--- config.mk ---
export PLATFORM = sky130hd
export DESIGN_NAME = hazard_unit
export DESIGN_NICKNAME = d
export VERILOG_FILES = /design/src/rtl/hazard_unit.sv
export SDC_FILE = /design/constraint.sdc
export NUM_CORES = 1
export LEC_CHECK = 0
export CORE_UTILIZATION = 40
export CTS_BUF_LIST = sky130_fd_sc_hd__clkbuf_4 sky130_fd_sc_hd__clkbuf_8 sky130_fd_sc_hd__clkbuf_16
export CTS_CLUSTER_DIAMETER = 40
export DETAILED_ROUTE_END_ITERATION = 10
export PLACE_DENSITY = 0.71
export REMOVE_ABC_BUFFERS = 1
export SLEW_MARGIN = 30
export SYNTH_ARGS = -nofsm -noshare
export SYNTH_HDL_FRONTEND = slang
export SYNTH_SLANG_ARGS = --single-unit
--- constraint.sdc ---
create_clock -name clk -period 2.55 [get_ports clk]
set_input_delay 0.3825 -clock clk [delete_from_list [all_inputs] [get_ports clk]]
set_output_delay 0.3825 -clock clk [all_outputs]
set_load 0.01 [all_outputs]
--- src/rtl/hazard_unit.sv ---
// hazard_unit: scoreboard-based hazard controller for the 5-stage core.
// Tracks instructions leaving ID through EX, MEM and WB (advanced on the
// falling clock edge, like the pipeline registers) and drives PC/IF-ID hold,
// ID/EX bubble, IF-ID flush and the EX operand forwarding selects.
//
// Build option: define HAZARD_FWD_EN to enable EX operand forwarding. Then
// only a load-use hazard stalls. Without it, the forwarding selects are tied
// to 00 and any RAW hazard against the EX or MEM slot stalls.
//
// Control priority each cycle: flush > stall > run.
module hazard_unit #(
    parameter int REG_W = 4,
    parameter int CNT_W = 16
) (
    input  logic             clk,
    input  logic             rst,
    input  logic [REG_W-1:0] id_rs1,
    input  logic [REG_W-1:0] id_rs2,
    input  logic [REG_W-1:0] id_rs3,
    input  logic             id_use1,
    input  logic             id_use2,
    input  logic             id_use3,
    input  logic [REG_W-1:0] id_rd,
    input  logic             id_regwrite,
    input  logic             id_memread,
    input  logic             ex_branch_taken,
    output logic             pc_hold,
    output logic             ifid_flush,
    output logic             idex_bubble,
    output logic [1:0]       fwd_a,
    output logic [1:0]       fwd_b,
    output logic [1:0]       fwd_c,
    output logic [CNT_W-1:0] stall_count
);

    // Destination record carried by every scoreboard slot.
    typedef struct packed {
        logic             valid;
        logic [REG_W-1:0] rd;
        logic             regwrite;
    } dst_t;

    // A slot "writes r" when it holds a live register-writing instruction
    // targeting r. Register 0 gets no special treatment.
    function automatic logic writes(input dst_t s, input logic [REG_W-1:0] r);
        return s.valid & s.regwrite & (s.rd == r);
    endfunction

    dst_t             ex_dst_q, ex_dst_d;
    dst_t             mem_dst_q, mem_dst_d;
    // The load flag only matters while the load sits in EX (load-use check).
    logic             ex_load_q, ex_load_d;
    logic [CNT_W-1:0] stall_count_q, stall_count_d;

    logic raw_ex;
    logic load_use;
    logic stall_cond;
    logic do_flush;
    logic do_stall;

`ifdef HAZARD_FWD_EN
    // Sources of the instruction in EX, needed to pick forwarding selects.
    typedef struct packed {
        logic [REG_W-1:0] rs1;
        logic [REG_W-1:0] rs2;
        logic [REG_W-1:0] rs3;
        logic             use1;
        logic             use2;
        logic             use3;
    } src_t;

    src_t ex_src_q, ex_src_d;
    // WB slot is only observable through forwarding: the register file
    // writes in WB and reads in ID in the same cycle, so it never stalls ID.
    dst_t wb_dst_q, wb_dst_d;

    // MEM result is younger than WB, so it wins when both write the source.
    function automatic logic [1:0] fwd_sel(input logic use_i,
                                           input logic [REG_W-1:0] rs,
                                           input dst_t mem_s,
                                           input dst_t wb_s);
        logic [1:0] sel;
        sel = 2'b00;
        if (use_i && writes(mem_s, rs)) begin
            sel = 2'b01;
        end else if (use_i && writes(wb_s, rs)) begin
            sel = 2'b10;
        end
        return sel;
    endfunction
`else
    logic raw_mem;
`endif

    // Hazard detection for the instruction currently in ID.
    always_comb begin : hazard_detect
        raw_ex = (id_use1 & writes(ex_dst_q, id_rs1)) |
                 (id_use2 & writes(ex_dst_q, id_rs2)) |
                 (id_use3 & writes(ex_dst_q, id_rs3));
        load_use = ex_load_q & raw_ex;
`ifdef HAZARD_FWD_EN
        // Everything except a load result still in EX can be forwarded.
        stall_cond = load_use;
`else
        raw_mem = (id_use1 & writes(mem_dst_q, id_rs1)) |
                  (id_use2 & writes(mem_dst_q, id_rs2)) |
                  (id_use3 & writes(mem_dst_q, id_rs3));
        // load_use is a subset of raw_ex; named here for readability.
        stall_cond = load_use | raw_ex | raw_mem;
`endif
        do_flush = ex_branch_taken;
        do_stall = stall_cond & ~do_flush;
    end

    // Pipeline control: a taken branch squashes both ID and IF and
    // overrides any stall in the same cycle.
    always_comb begin : control_out
        ifid_flush  = do_flush;
        pc_hold     = do_stall;
        idex_bubble = do_flush | do_stall;
    end

    // Forwarding selects for the three EX operands.
    always_comb begin : forward_sel
`ifdef HAZARD_FWD_EN
        fwd_a = fwd_sel(ex_src_q.use1, ex_src_q.rs1, mem_dst_q, wb_dst_q);
        fwd_b = fwd_sel(ex_src_q.use2, ex_src_q.rs2, mem_dst_q, wb_dst_q);
        fwd_c = fwd_sel(ex_src_q.use3, ex_src_q.rs3, mem_dst_q, wb_dst_q);
`else
        fwd_a = 2'b00;
        fwd_b = 2'b00;
        fwd_c = 2'b00;
`endif
    end

    // Next scoreboard contents and saturating stall counter.
    always_comb begin : next_state
        ex_dst_d  = '0;
        ex_load_d = 1'b0;
        if (!idex_bubble) begin
            ex_dst_d.valid    = 1'b1;
            ex_dst_d.rd       = id_rd;
            ex_dst_d.regwrite = id_regwrite;
            ex_load_d         = id_memread;
        end
        mem_dst_d = ex_dst_q;

        stall_count_d = stall_count_q;
        if (do_stall && (stall_count_q != {CNT_W{1'b1}})) begin
            stall_count_d = stall_count_q + CNT_W'(1);
        end
    end

    // Scoreboard and counter advance with the pipeline registers.
    always_ff @(negedge clk or posedge rst) begin
        if (rst) begin
            ex_dst_q      <= '0;
            ex_load_q     <= 1'b0;
            mem_dst_q     <= '0;
            stall_count_q <= '0;
        end else begin
            ex_dst_q      <= ex_dst_d;
            ex_load_q     <= ex_load_d;
            mem_dst_q     <= mem_dst_d;
            stall_count_q <= stall_count_d;
        end
    end

`ifdef HAZARD_FWD_EN
    // Forwarding-only state: EX sources and the WB slot.
    always_comb begin : next_state_fwd
        ex_src_d = '0;
        if (!idex_bubble) begin
            ex_src_d.rs1  = id_rs1;
            ex_src_d.rs2  = id_rs2;
            ex_src_d.rs3  = id_rs3;
            ex_src_d.use1 = id_use1;
            ex_src_d.use2 = id_use2;
            ex_src_d.use3 = id_use3;
        end
        wb_dst_d = mem_dst_q;
    end

    // Forwarding-only registers, same edge and reset as the scoreboard.
    always_ff @(negedge clk or posedge rst) begin
        if (rst) begin
            ex_src_q <= '0;
            wb_dst_q <= '0;
        end else begin
            ex_src_q <= ex_src_d;
            wb_dst_q <= wb_dst_d;
        end
    end
`endif

    assign stall_count = stall_count_q;

endmodule

After elaboration in Yosys (flattened, before gate mapping):

Cells that the tools add are included.
W data, S select, Z words.

* output and inout port bits: 25
* logic and storage cells: 43
* register bits after elaboration: 29

* $add $sub $neg: 1
* multiplexer cells: 2
* reduce and logical (&&, ||, !) cells: 1
* bitwise operators: 24
* equal/unequal tests: 7

Operator list (number)
* $eq A4 B4 Y1: 6
* $add A16 B1 Y16 const B: 1
* $and A1 B1 Y1: 16
* $ne A16 B16 Y1 const B: 1
* $or A1 B1 Y1: 7
* $mux W6: 1
* $logic_and A1 B1 Y1: 1
* $mux W1: 1
* $not A1 Y1: 1

Logic depth before layout (Yosys ltp):

Gate-level depths: netlist (run 1).

* word-level depth: 11
* mapped depth: 8
* depth with buffers taken out: 7

==> results of run 1 <==
==> report_power, final <==
group / leakage (nW) / internal [W] / switching (W)
sequential: 0.374 / 0.000473 / 0.0000205
combinational: 0.835 / 0.000148 / 0.000122
clock: 0.0216 / 0.000106 / 0.000130
==> registers in the layout, indices dropped and copies added, names as in the netlist <==
register / flops
ex_dst_q: 6
stall_count: 16
mem_dst_q: 6
==> critical path: cells and delay by family, from the launching register on <==
| kind | cells | cell delay [ns] |
|---|---|---|
| buf+inv | 3 | 0.32 |
| flops | 1 | 0.49 |
| simple gates | 4 | 0.66 |
| xor+xnor | 1 | 0.18 |
==> layer usage <==
layer	vias up	global-route usage (%)	share of wire [%]
met3	8	2.17	2.9
met2	38	37.6	51
li1	644	-	-
met4	0	8.24	2.0
met1	678	24.7	44
met5	-	0	0
==> cell usage in the layout (no fill, tap or decap), types with 5 or more instances in the layout <==
master | synthesis | final
sky130_fd_sc_hd__nand4_1 | 16 | 16
sky130_fd_sc_hd__buf_4 | 7 | 41
sky130_fd_sc_hd__xnor2_1 | 20 | 17
sky130_fd_sc_hd__nor2_1 | 5 | 5
sky130_fd_sc_hd__conb_1 | 1 | 6
sky130_fd_sc_hd__and2_4 | 0 | 5
sky130_fd_sc_hd__xor2_2 | 0 | 8
sky130_fd_sc_hd__xor2_1 | 18 | 10
sky130_fd_sc_hd__buf_2 | 0 | 27
sky130_fd_sc_hd__dfrtn_1 | 28 | 28
sky130_fd_sc_hd__clkdlybuf4s50_1 | 0 | 8
sky130_fd_sc_hd__buf_6 | 1 | 11
==> layout make-up <==
type | count | area (um^2) | share of cell area (%)
well taps | 46 | 57.6 | 2.29
repair buffers | 95 | 757 | 30.1
clock buffers | 3 | 41.3 | 1.64
inverters | 4 | 15.0 | 0.598
multi-input cells | 103 | 941 | 37.5
flip-flops and latches | 28 | 701 | 27.9
==> how the worst min path moves through the flow <==
stage                            from           end  slack (ns)  cells after the start
after floorplan           ex_dst_q[0]  mem_dst_q[0]        0.35                      0
after global placement    ex_dst_q[5]  mem_dst_q[5]        0.39                      0
after detailed placement  ex_dst_q[5]  mem_dst_q[5]        0.40                      0
after CTS                 ex_dst_q[5]  mem_dst_q[5]        0.40                      0
after global routing      ex_dst_q[5]  mem_dst_q[5]        0.42                      0
final                     ex_dst_q[0]  mem_dst_q[0]        0.40                      0
==> logic make-up (layout without fill, tap and decap cells) <==
group / count (synthesis) / after routing / synth area share, %
AND/OR/NAND/NOR: 55 / 55 / 23.5
multiplexers: 2 / 2 / 1.49
other: 1 / 6 / 0.248
AO/OA/AOI/OAI: 1 / 1 / 0.414
adder cells (fa/ha/maj): 1 / 1 / 0.827
XOR/XNOR: 38 / 38 / 22.0
flip-flops: 28 / 28 / 46.3
buffers and inverters: 12 / 102 / 5.21
==> synthesized netlist by cell type, types with 2 or more instances <==
cell type                 instances
sky130_fd_sc_hd__and2_1           7
sky130_fd_sc_hd__buf_4            7
sky130_fd_sc_hd__dfrtn_1         28
sky130_fd_sc_hd__inv_1            4
sky130_fd_sc_hd__mux2_2           2
sky130_fd_sc_hd__nand2_1          4
sky130_fd_sc_hd__nand3_1          5
sky130_fd_sc_hd__nand4_1         16
sky130_fd_sc_hd__nor2_1           5
sky130_fd_sc_hd__nor3_1           4
sky130_fd_sc_hd__nor4_1           4
sky130_fd_sc_hd__xnor2_1         20
sky130_fd_sc_hd__xor2_1          18
==> through the flow <==
step	cells	setup TNS, ns	area, um^2
finish	279	-17.17	2510
detailed placement	255	-24.28	2210
global placement	255	-23.26	2210
global route	279	-18.90	2510
CTS	275	-16.69	2350
floorplan	135	-8.13	1470
==> repair_timing <==
item	CTS	global route
buffers inserted	17	4
pin swaps	22	7
cloned	1	0
hold buffers	0	0
gates resized for setup	126	39
endpoints found under the setup margin	40	25
==> summary.txt, run 1 <==
Power
  – Overall Power: 0.000998 W
  – Static Leak: 1.23 nW
  – Worst IR Drop VDD: 272 uV
  – Cell area power density: 397 nW/um^2

Critical path
  – Arrival time worst endpoint: 3.19 ns
  – Endpoint of the worst setup timing path: idex_bubble
  – Required arrival time at the worst endpoint: 2.17 ns
  – Crit path cell chain: buf_4 -> xor2_1 -> nor4_2 -> nor4_4 -> nand3_2 -> nor2_4 -> inv_1 -> buf_2
  – Worst setup slack for register-to-register paths: 0.02 ns
  – Critical Setup Path Class: reg2out
  – Stage delay of the slowest cell on the critical path: 0.49 ns
  – Startpoint type of the worst setup path: flip-flop
  – Capture instance of the worst register-to-register path: stall_count[13]
  – Worst setup path startpoint: ex_dst_q[2]
  – Startpoint of the worst register-to-register path: ex_dst_q[2]
  – Worst path slowest cell: sky130_fd_sc_hd__dfrtn_1
  – Type of element capturing the critical path: output pin
  – Cells on worst reg2reg path: 13
  – CP max FO: 3

Synthesis
  – Warnings from Yosys: 0
  – Async set-reset flop share out of synthesis: 100%
  – Average size of a mapped cell: 11.0 um^2
  – Synthesized flop and latch total: 28
  – Number of instances in the synthesized netlist: 138
  – Summed instance area of the synthesized netlist: 1510 um^2
  – Number of enable flip-flop cells after synthesis: 0
  – Share of the synthesized area in the top cell type: 46.3%
  – Count of different cell masters after synthesis: 27
  – Post-synth top flop: sky130_fd_sc_hd__dfrtn_1
  – Cell taking the most area after synthesis: sky130_fd_sc_hd__dfrtn_1
  – Sequential element share of the synthesized area: 46.3%
  – Cells taking the most area after synthesis: sky130_fd_sc_hd__dfrtn_1, sky130_fd_sc_hd__xnor2_1, sky130_fd_sc_hd__xor2_1, sky130_fd_sc_hd__nand4_1, sky130_fd_sc_hd__buf_4

Route
  – DRT iter0 DRCs: 52
  – Routed via count: 1368
  – Post-DRT Antenna Nets: 0
  – Routed length per placed instance: 15.1 um
  – Per-cell via count in the routed design: 4.90
  – Remaining DRCs: 0
  – 1st-pass router iterations: 4
  – Routed Wire Length: 4200 um

Place
  – Post-place setup slack: -1.10 ns
  – Final weighted congestion in routability-driven placement: 0.966
  – HPWL after DPL: 2760 um
  – # port buffers: 41

Layout
  – Number of antenna repair diodes: 0
  – Count of nets after finishing: 260
  – Share of layout cells above drive strength 1: 52.4%
  – Total of fill cells in the finished design: 246
  – Final standard cell utilization of the core: 72.4%
  – Area overhead of the layout relative to synthesis: 66.1%

Floorplan
  – Core area: 3470 um^2
  – Initial Utilization: 43.6%
  – Rows: 21
  – DIE WIDTH: 63.5 um
  – Boundary Pins: 49
  – Die Outline Area: 4030 um^2
  – Die outline height: 63.5 um

Clock network
  – Clock Tree Root: sky130_fd_sc_hd__clkbuf_8
  – TritonCTS sink count: 28
  – Clock tree from TritonCTS: yes
  – Number of buffers on the longest clock path: 2
  – Clock slew at reported path FFs: 0.06 ns
  – Deepest level of the CTS H-tree: 1
  – Cts bufs inserted: 3
  – Clock latency on the worst-skew pair: 0.28 ns

GRT
  – Vias in the first global route: 1465
  – First-pass GRT wire length: 6520 um
  – Maximum number of pins on one net before global-route repair: 29
  – Initial antenna violation count: 0
  – Grt total ovfl: 0
  – Gr usage total: 20.7%

Outcome
  – Outcome: complete, but fails checks
  – Failing checks: setup timing

Timing
  – Final hold viol count: 0
  – RSZ-0062 raised after global routing: yes
  – Total count of max-transition violations in the final report: 0
  – Worst slack on hold paths: 0.405 ns
  – Worst Slack Setup Final: -1.03 ns
  – Final clock skew: 0.00332 ns
  – Final setup violation count: 24

Flow run
  – Maximum capacitance violations: 0

Worst hold path
  – Classification of the worst-slack hold path: reg2reg
No activity file was read; power rests on OpenSTA's default activity.
==> inputs of run 2 (changes only) <==
Settings changed: CAP_MARGIN set to 0, CTS_CLUSTER_SIZE set to 14.
==> results of run 2 <==
Final layout, timing and power as in run 1 (identical DEF).
